`src/rtl/fadd_pipe_hs.sv`:
```
// Three-stage IEEE-754-style floating-point add/subtract with valid/ready back-pressure.
// Stages: align (S1), add/sub (S2), normalise/round/special select (S3).
module fadd_pipe_hs #(
    parameter int unsigned EXP_W = 8,
    parameter int unsigned MAN_W = 23,
    parameter int unsigned TAG_W = 4
) (
    input  logic                   clk,
    input  logic                   clrn,
    input  logic                   in_valid,
    output logic                   in_ready,
    input  logic [EXP_W+MAN_W:0]   a,
    input  logic [EXP_W+MAN_W:0]   b,
    input  logic                   sub,
    input  logic [1:0]             rm,
    input  logic [TAG_W-1:0]       tag_in,
    output logic                   out_valid,
    input  logic                   out_ready,
    output logic [EXP_W+MAN_W:0]   s,
    output logic [TAG_W-1:0]       tag_out,
    output logic [3:0]             flags
);
    localparam int unsigned W  = EXP_W + MAN_W + 1;
    localparam int unsigned F  = MAN_W + 4;
    localparam int unsigned E1 = EXP_W + 1;
    localparam int unsigned M2 = MAN_W + 2;
    localparam logic [E1-1:0] EMAX = {1'b0, {EXP_W{1'b1}}};
    localparam logic [W-1:0]  QNAN = {1'b0, {EXP_W{1'b1}}, 1'b1, {(MAN_W-1){1'b0}}};

    logic v1, v2, v3, r1, r2, r3;

    // Back-pressure chain: a stage may load when it is empty or its successor can load.
    assign r3        = ~v3 | out_ready;
    assign r2        = ~v2 | r3;
    assign r1        = ~v1 | r2;
    assign in_ready  = r1;
    assign out_valid = v3;

    // ---------------- S1: align ----------------
    logic                sa, sb, swap, op_sub, nan_a, nan_b, inf_a, inf_b, nan_r;
    logic [EXP_W-1:0]    ea, eb, el, es, el_eff, es_eff, diff;
    logic [MAN_W-1:0]    fa, fb;
    logic [MAN_W:0]      ml, ms;
    logic [2*F-1:0]      wide;
    logic [F-1:0]        fl_al, fs_al;
    logic                spec_c, inv_c, sign_c;
    logic [W-1:0]        spec_val_c;

    always_comb begin
        sa     = a[W-1];
        sb     = b[W-1] ^ sub;
        ea     = a[W-2:MAN_W];
        eb     = b[W-2:MAN_W];
        fa     = a[MAN_W-1:0];
        fb     = b[MAN_W-1:0];
        op_sub = sub ^ a[W-1] ^ b[W-1];
        swap   = b[W-2:0] > a[W-2:0];
        el     = swap ? eb : ea;
        es     = swap ? ea : eb;
        ml     = {el != '0, swap ? fb : fa};
        ms     = {es != '0, swap ? fa : fb};
        sign_c = swap ? sb : sa;
        // Denormals sit at the same scale as exponent 1.
        el_eff = (el == '0) ? EXP_W'(1) : el;
        es_eff = (es == '0) ? EXP_W'(1) : es;
        diff   = el_eff - es_eff;
        wide   = {ms, 3'b000, {F{1'b0}}} >> diff;
        fl_al  = {ml, 3'b000};
        if (32'(diff) >= 32'(MAN_W + 3))
            fs_al = {{(F-1){1'b0}}, |ms};
        else
            fs_al = {wide[2*F-1:F+1], wide[F] | (|wide[F-1:0])};

        nan_a  = (ea == '1) && (fa != '0);
        nan_b  = (eb == '1) && (fb != '0);
        inf_a  = (ea == '1) && (fa == '0);
        inf_b  = (eb == '1) && (fb == '0);
        nan_r  = nan_a | nan_b | (inf_a & inf_b & op_sub);
        spec_c = nan_a | nan_b | inf_a | inf_b;
        inv_c  = (nan_a & ~fa[MAN_W-1]) | (nan_b & ~fb[MAN_W-1]) | (inf_a & inf_b & op_sub);
        if (nan_r)
            spec_val_c = QNAN;
        else if (inf_a)
            spec_val_c = {sa, {EXP_W{1'b1}}, {MAN_W{1'b0}}};
        else
            spec_val_c = {sb, {EXP_W{1'b1}}, {MAN_W{1'b0}}};
    end

    logic             s1_sign, s1_sub, s1_spec, s1_inv;
    logic [EXP_W-1:0] s1_exp;
    logic [F-1:0]     s1_fl, s1_fs;
    logic [W-1:0]     s1_spec_val;
    logic [1:0]       s1_rm;
    logic [TAG_W-1:0] s1_tag;

    always_ff @(posedge clk or negedge clrn) begin
        if (!clrn) begin
            v1 <= 1'b0; s1_sign <= 1'b0; s1_sub <= 1'b0; s1_spec <= 1'b0; s1_inv <= 1'b0;
            s1_exp <= '0; s1_fl <= '0; s1_fs <= '0; s1_spec_val <= '0; s1_rm <= '0; s1_tag <= '0;
        end else if (r1) begin
            v1 <= in_valid; s1_sign <= sign_c; s1_sub <= op_sub; s1_spec <= spec_c; s1_inv <= inv_c;
            s1_exp <= el_eff; s1_fl <= fl_al; s1_fs <= fs_al; s1_spec_val <= spec_val_c;
            s1_rm <= rm; s1_tag <= tag_in;
        end
    end

    // ---------------- S2: add/sub ----------------
    logic             s2_sign, s2_sub, s2_spec, s2_inv;
    logic [EXP_W-1:0] s2_exp;
    logic [F:0]       s2_sum;
    logic [W-1:0]     s2_spec_val;
    logic [1:0]       s2_rm;
    logic [TAG_W-1:0] s2_tag;

    always_ff @(posedge clk or negedge clrn) begin
        if (!clrn) begin
            v2 <= 1'b0; s2_sign <= 1'b0; s2_sub <= 1'b0; s2_spec <= 1'b0; s2_inv <= 1'b0;
            s2_exp <= '0; s2_sum <= '0; s2_spec_val <= '0; s2_rm <= '0; s2_tag <= '0;
        end else if (r2) begin
            v2 <= v1; s2_sign <= s1_sign; s2_sub <= s1_sub; s2_spec <= s1_spec; s2_inv <= s1_inv;
            s2_exp <= s1_exp;
            s2_sum <= s1_sub ? ({1'b0, s1_fl} - {1'b0, s1_fs}) : ({1'b0, s1_fl} + {1'b0, s1_fs});
            s2_spec_val <= s1_spec_val; s2_rm <= s1_rm; s2_tag <= s1_tag;
        end
    end

    // ---------------- S3: normalise, round, select ----------------
    logic [E1-1:0]    e0, e_n, e_f;
    logic [F-1:0]     n;
    logic [M2-1:0]    mant;
    logic [MAN_W-1:0] frac;
    logic             g, rs, lsb, inc, ovf, inx, unf, inf_sel;
    int               lz, lim, sh;
    logic [W-1:0]     res_c;
    logic [3:0]       flg_c;

    always_comb begin
        e0  = {1'b0, s2_exp};
        lz  = int'(F);
        for (int i = 0; i < int'(F); i++)
            if (s2_sum[i]) lz = int'(F) - 1 - i;
        lim = (e0 == '0) ? 0 : int'(e0) - 1;
        sh  = 0;
        if (s2_sum[F]) begin
            n   = {s2_sum[F:2], s2_sum[1] | s2_sum[0]};
            e_n = e0 + E1'(1);
        end else begin
            // Left shift stops at exponent 1 so tiny results stay denormal.
            sh  = (lz < lim) ? lz : lim;
            n   = s2_sum[F-1:0] << sh;
            e_n = e0 - E1'(sh);
        end
        lsb = n[3];
        g   = n[2];
        rs  = n[1] | n[0];
        case (s2_rm)
            2'b00:   inc = g & (rs | lsb);
            2'b01:   inc = s2_sign & (g | rs);
            2'b10:   inc = ~s2_sign & (g | rs);
            default: inc = 1'b0;
        endcase
        mant = {1'b0, n[F-1:3]} + M2'(inc);
        if (mant[MAN_W+1])
            e_f = e_n + E1'(1);
        else if (mant[MAN_W])
            e_f = e_n;
        else
            e_f = '0;
        frac    = mant[MAN_W+1] ? mant[MAN_W:1] : mant[MAN_W-1:0];
        ovf     = e_f >= EMAX;
        inx     = g | rs | ovf;
        unf     = (e_f == '0) & inx;
        inf_sel = (s2_rm == 2'b00) | ((s2_rm == 2'b01) & s2_sign) | ((s2_rm == 2'b10) & ~s2_sign);
        res_c   = {s2_sign, e_f[EXP_W-1:0], frac};
        flg_c   = {1'b0, ovf, unf, inx};
        if (ovf)
            res_c = inf_sel ? {s2_sign, {EXP_W{1'b1}}, {MAN_W{1'b0}}}
                            : {s2_sign, {(EXP_W-1){1'b1}}, 1'b0, {MAN_W{1'b1}}};
        if (s2_sum == '0) begin
            res_c = {s2_sub ? (s2_rm == 2'b01) : s2_sign, {(W-1){1'b0}}};
            flg_c = 4'b0000;
        end
        if (s2_spec) begin
            res_c = s2_spec_val;
            flg_c = {s2_inv, 3'b000};
        end
    end

    always_ff @(posedge clk or negedge clrn) begin
        if (!clrn) begin
            v3 <= 1'b0; s <= '0; flags <= '0; tag_out <= '0;
        end else if (r3) begin
            v3 <= v2; s <= res_c; flags <= flg_c; tag_out <= s2_tag;
        end
    end
endmodule

```
`config.mk`:
```
export PLATFORM = sky130hd
export DESIGN_NAME = fadd_pipe_hs
export DESIGN_NICKNAME = d
export VERILOG_FILES = /design/src/rtl/fadd_pipe_hs.sv
export SDC_FILE = /design/constraint.sdc
export NUM_CORES = 1
export LEC_CHECK = 0
export BUFFER_PORTS_ARGS = -buffer_cell sky130_fd_sc_hd__clkbuf_2
export CORE_MARGIN = 5
export CORE_UTILIZATION = 60
export CTS_CLUSTER_SIZE = 8
export DETAILED_ROUTE_END_ITERATION = 16
export PLACE_DENSITY = 0.76
export REMOVE_ABC_BUFFERS = 1
export SYNTH_ARGS = -nofsm -noshare
export SYNTH_HDL_FRONTEND = slang
export SYNTH_SLANG_ARGS = --single-unit
```
`constraint.sdc`:
```
create_clock -name clk -period 7.7 [get_ports clk]
set_input_delay 0.385 -clock clk [delete_from_list [all_inputs] [get_ports clk]]
set_output_delay 0.385 -clock clk [all_outputs]
set_load 0.02 [all_outputs]
```
==> impl_metrics.py <==
metrics = {
    "sta": {
        "worst_pin_slew_ns": 1.11,
        "period_share_pct": 95.7,
        "fin_setup_tns_ns": 0,
        "hold_viol": 1,
        "min_period_ns": 7.37,
        "maxSlewHeadroom_pct": 25.7,
        "setup_violations": 0,
        "finClkSkew_ns": 0.0158,
        "fmax_ghz": 0.136,
        "slew_violations": 0,
        "holdWs_ns": -0.000789,
        "rsz0062_at_grt": "false",
    },
    "die": {
        "dieArea_um2": 30700,
        "die_w_um": 175,
        "core_area_um2": 27000,
        "die_h_um": 175,
        "row_count": 60,
        "top_level_ports": 117,
        "initial_utilization_pct": 60.8,
    },
    "power_and_ir_drop": {
        "ir_drop_mv": 0.196,
        "power_density_nw_per_um2": 393,
        "power.switching_w": 0.00373,
        "p_total_w": 0.00714,
        "sw_frac_of_total_pct": 52.2,
        "power.leakage_nw": 8.02,
        "pwr-share-seq_pct": 19.2,
        "power_frac_comb_pct": 67.8,
        "p_clk_share_pct": 13.0,
        "internal_power_w": 0.00341,
    },
    "logic_synthesis": {
        "synthCells": 2055,
        "postSynthAreaPerCell_um2": 7.97,
        "ys_types": 112,
        "syn_area_um2": 16400,
        "ys_ff_latch": 164,
        "synth_most_common_cell": "nand2_1",
        "synth_top_area_share_pct": 25.1,
        "synth_warnings": 0,
        "ys_top_cells_by_area": "dfrtp_1, ha_1, nand2_1",
        "async_flop_share_pct": 100,
        "synth_ff_type": "dfrtp_1",
        "synth_top_cell_by_area": "dfrtp_1",
        "synth_edf_count": 0,
        "synthTopCellsByCount": "nand2_1, dfrtp_1, nor2_1",
        "ys_seq_area_share_pct": 25.1,
    },
    "setup_path": {
        "cp-start-kind": "input pin",
        "crit_arrival_ns": 7.70,
        "cp_num_buf_inv": 3,
        "worst_path_max_delay_cell": "nor4_1",
        "cp_common_cell": "o21ai_0",
        "critical_path.max_stage_delay_ns": 0.46,
        "crit-reg2reg-launch": "s2_sum[4]",
        "required_ns": 8.03,
        "end_kind": "register",
        "path_delay_family": "simple AND/OR/NAND/NOR gates",
        "worstPathMaxFanout": 12,
        "path_class": "input pin to register",
        "crit_path_start": "a[22]",
    },
    "cells_and_area": {
        "final_nets": 2331,
        "fin_area_um2": 18200,
        "area_growth_pct": 10.9,
        "fin_util_pct": 67.4,
        "drive_above_1_share_pct": 16.6,
        "num_antenna_cells": 0,
    },
    "placed_design": {
        "dp_hpwl_um": 41400,
        "placed_cell_area_um2": 17400,
        "port_buffers": 116,
        "place_congestion": 1.11,
    },
    "routing": {
        "ant_nets": 0,
        "wl_per_cell_um": 21.9,
        "drtPass1Iterations": 8,
        "routed_wl_um": 54800,
        "drc": 0,
        "vias": 16754,
        "vias_per_cell": 6.70,
        "drtIter0Drc": 1688,
    },
    "status": {
        "failed_checks": "hold timing",
        "status": "finished with violations",
    },
    "clocking": {
        "cts_max_level": 4,
        "clk_latency_ns": 0.45,
        "cts_buffer_depth": 2,
        "cts_tree": "yes",
        "cts_made_buffers": 17,
        "path_clk_slew_ns": 0.08,
        "cts_root_buf": "clkbuf_16",
        "cts_sinks": 164,
    },
    "global_route": {
        "antenna_found_initial": 0,
        "grt_pass1_vias": 16107,
        "overflow": 0,
        "grt_pass1_wl_um": 86500,
        "grt_usage_pct": 34.6,
        "grt_start_max_net_pins": 102,
    },
    "flow_run": {
        "maxCapViolations": 0,
    },
    "min_path": {
        "hold_path_class": "input pin to async pin",
    },
}
per-stage QoR:
step / hold WS, ns / worst slack, ns / instances
global route: 0.111 / 0.0133 / 2499
finish: -0.000789 / 0.332 / 2499
detailed placement: 0.452 / -0.167 / 2459
global placement: 0.429 / 0.0658 / 2459
floorplan: 0.0894 / -0.463 / 1931
CTS: 0.122 / 0.189 / 2491
logic make-up after synthesis:
| logic type | count (synthesis) | share of synthesized area [%] |
|---|---|---|
| muxes | 98 | 8.00 |
| adders and majority gates | 111 | 8.62 |
| buffers and inverters | 255 | 6.46 |
| xor gates and xnor gates | 66 | 3.53 |
| and+or+nand+nor | 726 | 20.9 |
| AOI/OAI and AO/OA | 635 | 27.5 |
| DFF | 164 | 25.1 |
cells in the final DEF, fill, tap and decap left out, types with 9 or more instances in the layout:
| cell type | n |
|---|---|
| buf_4 | 76 |
| a22oi_1 | 14 |
| o22ai_1 | 18 |
| or2_2 | 9 |
| o31a_1 | 9 |
| mux4_2 | 25 |
| or3_1 | 13 |
| clkbuf_2 | 115 |
| ha_1 | 108 |
| a21o_1 | 31 |
| o21ai_2 | 13 |
| nor4_1 | 21 |
| a22oi_2 | 9 |
| nand2b_1 | 11 |
| xnor2_1 | 43 |
| nand3_1 | 55 |
| a221oi_1 | 13 |
| dfrtp_1 | 164 |
| o211ai_1 | 16 |
| a31oi_1 | 45 |
| a211oi_1 | 43 |
| and3_1 | 9 |
| o21a_1 | 15 |
| nor3_1 | 53 |
| a21oi_1 | 125 |
| mux2_2 | 11 |
| xor2_1 | 21 |
| nand4_1 | 30 |
| nand2_1 | 309 |
| o21bai_1 | 15 |
| mux2i_1 | 60 |
| clkbuf_16 | 17 |
| nor2_1 | 149 |
| inv_1 | 122 |
| a22o_1 | 12 |
| nor2b_1 | 11 |
| o21ai_0 | 121 |
registers in the layout, summed over array words and instances, names as in the netlist, 2 cells and up:
signal       flops
s2_exp           8
s2_spec_val      3
s               32
s1_tag           4
s1_fl           24
tag_out          4
s1_fs           27
s2_rm            2
s1_rm            2
flags            4
s2_tag           4
s1_exp           8
s2_sum          28
s1_spec_val      3
area by class of cell:
type / count / area (µm²)
multi-input combinational: 1636 / 11300
sequential: 164 / 4100
clock inverter: 15 / 200
fill: 2281 / 8790
clock buffer: 17 / 425
inverter: 131 / 497
timing repair buffer: 195 / 1220
tap: 341 / 427
power groups by stage:
stage	clock network (W)	registers, W	logic, W
after global routing	0.000969	0.00140	0.00519
final	0.000931	0.00137	0.00484
after floorplan	0	0.00144	0.00310
after global placement	0	0.00136	0.00458
after detailed placement	0	0.00137	0.00463
after CTS	0.000932	0.00136	0.00466
timing repair:
action,CTS,global route
hold buffers,0,0
setup buffers,0,8
setup endpoints to repair,0,34
gates resized for setup,0,12
layer usage:
| metal | up-vias | part of all wire (%) | track usage [%] |
|---|---|---|---|
| li1 | 7755 | - | - |
| met4 | 0 | 6.2 | 20.0 |
| met3 | 193 | 6.6 | 3.83 |
| met5 | - | 0 | 0 |
| met1 | 7947 | 40 | 43.9 |
| met2 | 859 | 47 | 57.5 |
path summary, 6_finish.rpt:
check | cells after the start | slack (ns) | end
setup / recovery | 32 | 0.33 | s1_fs[0]
hold / removal | 1 | -0.0008 | s2_sum[14]
setup reg to reg | 24 | 0.41 | flags[0]
hold reg to reg | 2 | 0.47 | s2_spec_val[22]
max in group asynchronous | 2 | 6.17 | s1_fs[12]
min in group clk | 2 | 0.13 | v1
No activity file was read; power rests on OpenSTA's default activity.
